===== src/rtl/scc68070_pkg.sv =====
// Shared UART types and constants for the SCC68070 on-chip UART.
package scc68070_pkg;

   localparam int OVERSAMPLE = 16;
   localparam int SAMPLE_LO  = 7;
   localparam int SAMPLE_HI  = 9;

   typedef struct packed {
      logic [1:0] channel_mode;
      logic       ctsn_enable;
      logic       parity_control;
      logic       parity_type;
      logic       stop_bit_length;
      logic       character_length;
   } uart_mode_t;

   typedef struct packed {
      logic received_break;
      logic framing_error;
      logic parity_error;
      logic overrun_error;
      logic tx_empty;
      logic tx_ready;
      logic reserved;
      logic rx_ready;
   } uart_status_t;

   typedef enum logic [2:0] {
      RX_IDLE,
      RX_START,
      RX_DATA,
      RX_PARITY,
      RX_STOP
   } rx_state_e;

endpackage


===== src/rtl/uart_os_tick.sv =====
// Oversample tick generator: one tick every div+1 clocks while run is high.
module uart_os_tick #(
   parameter int DIV_W = 8
) (
   input  logic             clk,
   input  logic             rst_n,
   input  logic             run,
   input  logic [DIV_W-1:0] div,
   output logic             tick
);

   logic [DIV_W-1:0] cnt;

   // Down-counter held at reload while stopped, so the first tick of a frame lands div+1 clocks in
   always_ff @(posedge clk or negedge rst_n) begin
      if (!rst_n)                 cnt <= '0;
      else if (!run || cnt == '0) cnt <= div;
      else                        cnt <= cnt - DIV_W'(1);
   end

   assign tick = run && (cnt == '0);

endmodule


===== src/rtl/scc68070_uart_rx.sv =====
// SCC68070 UART receiver: 16x oversampled deserialiser with holding register and error flags.
module scc68070_uart_rx
   import scc68070_pkg::*;
#(
   parameter int DIV_W = 8
) (
   input  logic             clk,
   input  logic             rst_n,
   input  logic             rx_pin,
   input  logic [DIV_W-1:0] os_div,
   input  logic             char_len8,
   input  logic             parity_en,
   input  logic             parity_odd,
   output logic [7:0]       rx_data,
   output logic             rx_data_valid,
   input  logic             rx_data_ready,
   output logic             parity_error,
   output logic             framing_error,
   output logic             received_break,
   output logic             overrun_error,
   input  logic             clear_errors
);

   localparam logic [3:0] SC_LO  = 4'(SAMPLE_LO);
   localparam logic [3:0] SC_MID = 4'(SAMPLE_LO + 1);
   localparam logic [3:0] SC_HI  = 4'(SAMPLE_HI);
   localparam logic [3:0] SC_END = 4'(OVERSAMPLE - 1);

   rx_state_e  state, state_nx;
   logic       sync1, rxs, rxs_d;
   logic       tick, run, start_det, done, maj;
   logic       s7, s8, brk_wait;
   logic [3:0] sc, bc;
   logic [7:0] shreg, rx_char;
   logic       par_bit, len8_q, pen_q, podd_q;
   logic       perr, ferr, brk;

   uart_os_tick #(.DIV_W(DIV_W)) u_tick (
      .clk   (clk),
      .rst_n (rst_n),
      .run   (run),
      .div   (os_div),
      .tick  (tick)
   );

   // Two-flop synchroniser plus one delayed copy for falling-edge detection
   always_ff @(posedge clk or negedge rst_n) begin
      if (!rst_n) begin
         sync1 <= 1'b1;
         rxs   <= 1'b1;
         rxs_d <= 1'b1;
      end else begin
         sync1 <= rx_pin;
         rxs   <= sync1;
         rxs_d <= rxs;
      end
   end

   // The tick counter also runs in IDLE while timing the post-break idle bit
   assign run       = (state != RX_IDLE) || brk_wait;
   assign start_det = (state == RX_IDLE) && !brk_wait && rxs_d && !rxs;
   assign maj       = (s7 & s8) | (s7 & rxs) | (s8 & rxs);

   // FSM state register
   always_ff @(posedge clk or negedge rst_n) begin
      if (!rst_n) state <= RX_IDLE;
      else        state <= state_nx;
   end

   // FSM next state; done marks the stop-bit majority decision
   always_comb begin
      state_nx = state;
      done     = 1'b0;
      case (state)
         RX_IDLE:   if (start_det) state_nx = RX_START;
         RX_START:  if (tick) begin
                       if (sc == SC_HI && maj) state_nx = RX_IDLE;
                       else if (sc == SC_END)  state_nx = RX_DATA;
                    end
         RX_DATA:   if (tick && sc == SC_END && bc == (len8_q ? 4'd8 : 4'd7))
                       state_nx = pen_q ? RX_PARITY : RX_STOP;
         RX_PARITY: if (tick && sc == SC_END) state_nx = RX_STOP;
         RX_STOP:   if (tick && sc == SC_HI) begin
                       done     = 1'b1;
                       state_nx = RX_IDLE;
                    end
         default:   state_nx = RX_IDLE;
      endcase
   end

   // Sample/bit counters, shift register, mode latch and post-break idle timer.
   // brk_wait is set by reset too, so the line must be seen idle for a bit before the first start.
   always_ff @(posedge clk or negedge rst_n) begin
      if (!rst_n) begin
         sc       <= '0;
         bc       <= '0;
         s7       <= 1'b1;
         s8       <= 1'b1;
         shreg    <= '0;
         par_bit  <= 1'b0;
         len8_q   <= 1'b0;
         pen_q    <= 1'b0;
         podd_q   <= 1'b0;
         brk_wait <= 1'b1;
      end else if (state == RX_IDLE) begin
         if (brk_wait) begin
            if (!rxs)       sc <= '0;
            else if (tick) begin
               if (sc == SC_END) brk_wait <= 1'b0;
               sc <= sc + 4'd1;
            end
         end else if (start_det) begin
            sc    <= '0;
            bc    <= '0;
            shreg <= '0;
         end
      end else if (tick) begin
         sc <= sc + 4'd1;
         if (sc == SC_LO)  s7 <= rxs;
         if (sc == SC_MID) s8 <= rxs;
         if (sc == SC_HI) begin
            case (state)
               RX_DATA: begin
                  shreg <= {maj, shreg[7:1]};
                  bc    <= bc + 4'd1;
               end
               RX_PARITY: par_bit <= maj;
               RX_STOP:   if (brk) brk_wait <= 1'b1;
               default: ;
            endcase
         end
         if (state == RX_START && sc == SC_END) begin
            len8_q <= char_len8;
            pen_q  <= parity_en;
            podd_q <= parity_odd;
         end
      end
   end

   // 7-bit characters end up in shreg[7:1]; the unshifted bit 0 is always zero
   assign rx_char = len8_q ? shreg : {1'b0, shreg[7:1]};
   assign perr    = pen_q && (par_bit != ((^shreg) ^ podd_q));
   assign ferr    = !maj;
   assign brk     = !maj && (shreg == 8'h00) && !(pen_q && par_bit);

   // Holding register, per-character flags and sticky overrun
   always_ff @(posedge clk or negedge rst_n) begin
      if (!rst_n) begin
         rx_data        <= '0;
         rx_data_valid  <= 1'b0;
         parity_error   <= 1'b0;
         framing_error  <= 1'b0;
         received_break <= 1'b0;
         overrun_error  <= 1'b0;
      end else begin
         if (done && (!rx_data_valid || rx_data_ready)) begin
            rx_data        <= rx_char;
            parity_error   <= perr;
            framing_error  <= ferr;
            received_break <= brk;
            rx_data_valid  <= 1'b1;
         end else if (rx_data_ready) begin
            rx_data_valid  <= 1'b0;
         end
         if (done && rx_data_valid && !rx_data_ready) overrun_error <= 1'b1;
         else if (clear_errors)                       overrun_error <= 1'b0;
      end
   end

endmodule


===== config.mk =====
export PLATFORM = sky130hd
export DESIGN_NAME = scc68070_uart_rx
export DESIGN_NICKNAME = d
export VERILOG_FILES = /design/src/rtl/scc68070_pkg.sv /design/src/rtl/uart_os_tick.sv /design/src/rtl/scc68070_uart_rx.sv
export SDC_FILE = /design/constraint.sdc
export NUM_CORES = 1
export LEC_CHECK = 0
export CAP_MARGIN = 20
export CORE_UTILIZATION = 30
export DETAILED_ROUTE_END_ITERATION = 16
export SETUP_SLACK_MARGIN = 0.3
export SLEW_MARGIN = 30
export SYNTH_ARGS = -nofsm -noshare
export SYNTH_HDL_FRONTEND = slang
export SYNTH_SLANG_ARGS = --single-unit

===== constraint.sdc =====
create_clock -name clk -period 1.7 [get_ports clk]
set_input_delay 0.34 -clock clk [delete_from_list [all_inputs] [get_ports clk]]
set_output_delay 0.34 -clock clk [all_outputs]
set_load 0.03 [all_outputs]

==> results of run 1 <==
## cells by family after synthesis
kind of cell    after synthesis  share of synthesized area
simple gates                 91                     0.1951
flops                        50                     0.4869
buf+inv                      25                    0.04017
mux                          16                    0.06970
xor+xnor                     15                    0.05082
compound gates               45                     0.1050
fa+ha+maj                    11                    0.05228
## worst reg2reg max path, stage by stage, from the launching register on
cell and delay [ns]:
dfrtp_1 0.39, inv_2 0.09, ha_4 0.13, or3b_4 0.40, nor4_4 0.31, nand2_2 0.14, mux2_4 0.32
## through the flow
step / setup TNS (ns) / utilization / setup WS [ns] / total power (W)
global placement: -4.358 / 0.3980 / -0.1861 / 0.002941
floorplan: -1.283 / - / -0.08544 / 0.002366
CTS: -3.017 / 0.4498 / -0.1795 / 0.004299
finish: -3.824 / 0.4671 / -0.1845 / 0.004668
global route: -6.492 / 0.4671 / -0.2779 / 0.004921
detailed placement: -5.404 / 0.3980 / -0.2249 / 0.002970
## cell usage in the layout (no fill, tap or decap), types with 2 or more instances in the layout
| master | Yosys | routed |
|---|---|---|
| a21oi_1 | 12 | 4 |
| a21oi_2 | 0 | 7 |
| a31oi_1 | 2 | 2 |
| buf_12 | 0 | 2 |
| buf_4 | 1 | 42 |
| buf_6 | 0 | 11 |
| clkbuf_2 | 2 | 10 |
| clkbuf_8 | 0 | 5 |
| clkdlybuf4s15_2 | 0 | 3 |
| clkdlybuf4s50_1 | 0 | 14 |
| dfrtp_1 | 44 | 43 |
| dfstp_2 | 6 | 6 |
| ha_1 | 10 | 9 |
| inv_1 | 16 | 14 |
| inv_2 | 0 | 2 |
| mux2_4 | 3 | 6 |
| mux2i_1 | 9 | 9 |
| nand2_1 | 22 | 20 |
| nand2_2 | 1 | 2 |
| nand2b_1 | 2 | 2 |
| nand3_1 | 12 | 10 |
| nand3b_1 | 3 | 3 |
| nand4_1 | 3 | 3 |
| nor2_1 | 23 | 13 |
| nor2_4 | 0 | 9 |
| nor3_4 | 1 | 3 |
| nor4_2 | 2 | 2 |
| nor4_4 | 0 | 5 |
| o21ai_0 | 11 | 5 |
| o21ai_1 | 10 | 14 |
| o21ai_2 | 0 | 2 |
| or3b_4 | 0 | 2 |
| xnor2_1 | 10 | 10 |
| xor2_1 | 5 | 5 |
## worst paths after layout
check                                         from                         end  slack (ns)  cells past startpoint
setup / recovery           u_tick.cnt[0]$_DFF_PN0_  received_break$_DFFE_PN0P_       -0.18                      6
hold / removal                     sync1$_DFF_PN1_               rxs$_DFF_PN1_        0.36                      0
setup reg to reg           u_tick.cnt[0]$_DFF_PN0_  received_break$_DFFE_PN0P_       -0.18                      6
hold reg to reg                    sync1$_DFF_PN1_               rxs$_DFF_PN1_        0.36                      0
max in group asynchronous                    rst_n               rxs$_DFF_PN1_        0.77                      3
min in group asynchronous                    rst_n        shreg[4]$_DFFE_PN0P_        0.53                      3
## layout make-up
| type | count | area share |
|---|---|---|
| clock buffer | 6 | 0.01881 |
| clock inverter | 2 | 0.01006 |
| inverter | 16 | 0.01557 |
| multi-input combinational | 178 | 0.4022 |
| sequential | 50 | 0.3266 |
| tap | 105 | 0.03406 |
| timing repair buffer | 85 | 0.1927 |
## registers in the layout, summed over array words and instances, names as in the netlist, 3 cells and up
| signal | count |
|---|---|
| u_tick.cnt | 8 |
| sc | 4 |
| shreg | 8 |
| bc | 4 |
| state | 3 |
| rx_data | 8 |
## metal layers
| metal | vias up | GRT usage | wire length (µm) |
|---|---|---|---|
| met4 | 0 | 0.04419 | 73 |
| met2 | 27 | 0.2566 | 3223 |
| met3 | 8 | 0.02738 | 153 |
| met5 | - | 0 | 0 |
| met1 | 1034 | 0.1841 | 2803 |
| li1 | 1049 | - | - |
## power breakdown
group          total (W)  switching (W)  internal, W
combinational    0.00228        0.00115      0.00113
clock           0.000846       0.000404     0.000442
sequential       0.00154       0.000200      0.00134
total            0.00467        0.00175      0.00292
## timing repair
item                                   4_1_cts  5_1_grt
setup endpoints to repair                   60       57
buffers inserted                            10        7
resized for setup                           74       41
hold buffers                                 1        0
endpoints found under the hold margin       15        0
gates cloned                                 1        1
pin swaps                                    8       13
==> metrics.yaml, run 1 <==
layout:
  multiInputGateArea_um2: 1551
  drive_gt1_frac: 0.4214
  stdcell_count: 442
  seqCellArea_um2: 1260
  finalNetCount: 362
  antenna_cells: 0
  syn_to_final_growth_pct: 49.23
  num-fill-cells: 756
  stdcell_area_um2: 3857
critical_path:
  path_max_fanout: 3
  crit_path_start_kind: "flop"
  slowest_stage: "or3b_4"
  critPathCaptureType: "flop"
  crit_required_ns: 1.90
  arrival_ns: 2.08
  critPathMaxStageDelay_ns: 0.40
  path_buf_inv: 1
  crit_type: "flop to flop"
  crit_chain: "inv_2 -> ha_4 -> or3b_4 -> nor4_4 -> nand2_2 -> mux2_4"
  cp_top_family: "simple AND/OR/NAND/NOR gates"
synth:
  synth_area_um2: 2585
  synth_seq_cells: 50
  synth-edff-count: 0
  ys.warnings.count: 0
  synth_common_cells: "dfrtp_1 (44), nor2_1 (23), nand2_1 (22)"
  ys_types: 53
  synthTopCellsByArea: "dfrtp_1 (43%), dfstp_2 (6.1%), ha_1 (4.8%)"
  ys_dominant_reg_cell: "dfrtp_1"
  ys_seq_area_frac: 0.4869
  syn_area_per_cell_um2: 10.22
  async_reset_ff_frac: 1.000
  synth_largest_area_cell: "dfrtp_1"
  synth.most_common_cell: "dfrtp_1"
  yosysTopAreaCellShare: 0.4259
  syn_inst: 253
  synth_nets: 279
floorplan:
  dieWidth_um: 94.83
  core_area_um2: 8258
  ioPinCount: 29
  dieHeight_um: 94.83
  initial_core_util: 0.3130
  die-area_um2: 8992
  floorplan.rows: 33
flow_run:
  maxCapViolations: 0
sta:
  setup_slack_ns: -0.1845
  fin_crit_sh: 1.109
  slew_violations: 0
  rsz0062_at_grt: "yes"
  tightest_slew_ns: 0.5053
  max_freq_mhz: 530.7
  timing_hold_violations_final: 0
  slew_headroom: 0.6603
  fin_skew_ns: 0.01256
  setup_violations: 35
  hold_slack_ns: 0.3591
  period_needed_ns: 1.884
global_routing:
  grt_pass1_vias: 2138
  grt_max_degree: 32
  grt_pass1_wl_mm: 10.21
  grt_antenna_before_repair: 0
  grt_usage: 0.1474
  gr-total-overflow: 0
placement:
  hpwl_mm: 4.119
  placed_area_um2: 3287
  io_buffers: 28
  globalplace.congestion: 0.8087
  dp.cells: 414
drt:
  num_vias: 2118
  drc: 0
  drtPass1Iterations: 4
  routedWlPerCell_um: 14.15
  routed_via_density: 4.792
  wirelength_mm: 6.253
  first_iter_violations: 75
  ant_nets: 0
pwr:
  ir_worst_vdd_uv: 886.7
  powerDensity_nw_per_um2: 1210
  leakage_nw: 1.640
run_status:
  failed_checks: "setup timing"
  status: "finished, violations left"
clock_network:
  clockBufferDepth: 2
  clk_latency_ns: 0.31
  clock_sinks: 50
  clockRootBuffer: "clkbuf_8"
  clk_pin_slew_worst_paths_ns: 0.09
  cts_buffers: 5
  cts_tree: "yes"
  cts_max_level: 2
worst_hold_path:
  hp-class: "flop to flop"
(Power assumes the default switching activity.)
==> inputs of run 2 (changes only) <==
--- a/config.mk
+++ b/config.mk
@@ -8,6 +8,7 @@
 export CAP_MARGIN = 20
 export CORE_UTILIZATION = 30
 export DETAILED_ROUTE_END_ITERATION = 16
+export PLACE_DENSITY_LB_ADDON = 0.05
 export SETUP_SLACK_MARGIN = 0.3
 export SLEW_MARGIN = 30
 export SYNTH_ARGS = -nofsm -noshare
==> metrics.yaml, run 2 (synthesized netlist as in run 1, its figures left out) <==
critical_path:
  crit_path_start_kind: "flop"
  path_max_fanout: 5
  critPathCaptureType: "flop"
  crit_required_ns: 1.92
  crit_type: "flop to flop"
  arrival_ns: 2.14
placement:
  dp.cells: 423
  io_buffers: 28
  placed_area_um2: 3367
  hpwl_mm: 4.337
  globalplace.congestion: 0.7474
worst_hold_path:
  hp-class: "primary input to asynchronous set/reset pin"
sta:
  slew_violations: 0
  max_freq_mhz: 521.5
  fin_crit_sh: 1.128
  timing_hold_violations_final: 0
  period_needed_ns: 1.917
  finalSetupTns_ns: -5.053
  rsz0062_at_grt: "yes"
  tightest_slew_ns: 0.6265
  setup_violations: 37
  hold_slack_ns: 0.002683
  slew_headroom: 0.5770
  setup_slack_ns: -0.2174
  fin_skew_ns: 0.008645
layout:
  stdcell_area_um2: 3796
  finalNetCount: 366
  final_cell_mix: "buf_4 (50), dfrtp_1 (42), nand2_1 (19)"
  final_common_cell: "buf_4"
  drive_gt1_frac: 0.4135
  syn_to_final_growth_pct: 46.85
  stdcell_count: 446
  largestRegisters: "rx_data x8, shreg x8, u_tick.cnt x8"
  num-fill-cells: 807
  antenna_cells: 0
  seqCellArea_um2: 1261
  multiInputGateArea_um2: 1476
pwr:
  total_power_w: 0.004237
  ir_worst_vdd_uv: 766.7
  leakage_nw: 1.641
  powerDensity_nw_per_um2: 1116
floorplan:
  die-area_um2: 8992
  dieWidth_um: 94.83
  floorplan.rows: 33
  core_area_um2: 8258
  ioPinCount: 29
  initial_core_util: 0.3130
  dieHeight_um: 94.83
clock_network:
  clock_sinks: 50
  clockRootBuffer: "clkbuf_8"
  cts_buffers: 5
  clk_latency_ns: 0.31
  cts_tree: "yes"
  hold_buffers: 0
  clockBufferDepth: 2
  cts_max_level: 2
  clk_pin_slew_worst_paths_ns: 0.10
drt:
  routed_via_density: 4.704
  ant_nets: 0
  drtPass1Iterations: 4
  num_vias: 2098
  wirelength_mm: 6.453
  first_iter_violations: 134
  drc: 0
  routedWlPerCell_um: 14.47
flow_run:
  maxCapViolations: 0
run_status:
  failed_checks: "setup timing"
  status: "finished, violations left"
global_routing:
  grt_pass1_vias: 2124
  grt_antenna_before_repair: 0
  grt_pass1_wl_mm: 10.45
  grt_usage: 0.1533
  grt_max_degree: 51
  gr-total-overflow: 0
run 2: path summary, 6_finish.rpt:
| kind | startpoint | endpoint | slack (ns) | cells after the start |
|---|---|---|---|---|
| max in group asynchronous | rst_n | rxs_d$_DFF_PN1_ | 1.41 | 2 |
| hold reg to reg | sync1$_DFF_PN1_ | rxs$_DFF_PN1_ | 0.36 | 0 |
| hold / removal | rst_n | shreg[6]$_DFFE_PN0P_ | 0.003 | 2 |
| setup / recovery | u_tick.cnt[4]$_DFF_PN0_ | state[2]$_DFFE_PN0P_ | -0.22 | 5 |
| min in group clk | sync1$_DFF_PN1_ | rxs$_DFF_PN1_ | 0.36 | 0 |
| setup reg to reg | u_tick.cnt[4]$_DFF_PN0_ | state[2]$_DFFE_PN0P_ | -0.22 | 5 |
run 2: cell type report:
class	count	area share
Multi-Input combinational cell	178	0.3889
Clock buffer	5	0.01813
Timing Repair Buffer	89	0.2040
Tap cell	105	0.03461
Inverter	16	0.01582
Sequential cell	50	0.3322
Clock inverter	3	0.006262
run 2: routing by layer:
layer / wire length (µm) / part of all wire / track usage / up-vias
met4: 56 / 0.0087 / 0.03788 / 0
li1: - / - / - / 1063
met3: 142 / 0.022 / 0.02657 / 5
met1: 2882 / 0.45 / 0.1900 / 1007
met5: 0 / 0 / 0 / -
met2: 3371 / 0.52 / 0.2740 / 23
run 2: repair_timing:
item / CTS / global route
pin swaps: 9 / 9
gates resized for setup: 52 / 49
endpoints found under the setup margin: 60 / 56
buffers inserted: 4 / 9
cloned: 0 / 2
run 2: report_power, final:
part	internal (W)	switching, W
clock	0.000296	0.000451
sequential	0.00134	0.000181
combinational	0.000992	0.000973
total	0.00263	0.00161
run 2: critical path, cell delays in order, from the launching register on:
cell	delay (ns)
dfrtp_2	0.46
nor4_4	0.36
nand2_2	0.19
a221oi_4	0.35
o2111ai_2	0.22
o32ai_2	0.26
run 2: stage by stage:
step / setup slack (ns) / utilization
floorplan: -0.08544 / -
global placement: -0.2411 / 0.4077
detailed placement: -0.2214 / 0.4077
CTS: -0.1760 / 0.4358
global route: -0.3089 / 0.4597
finish: -0.2174 / 0.4597
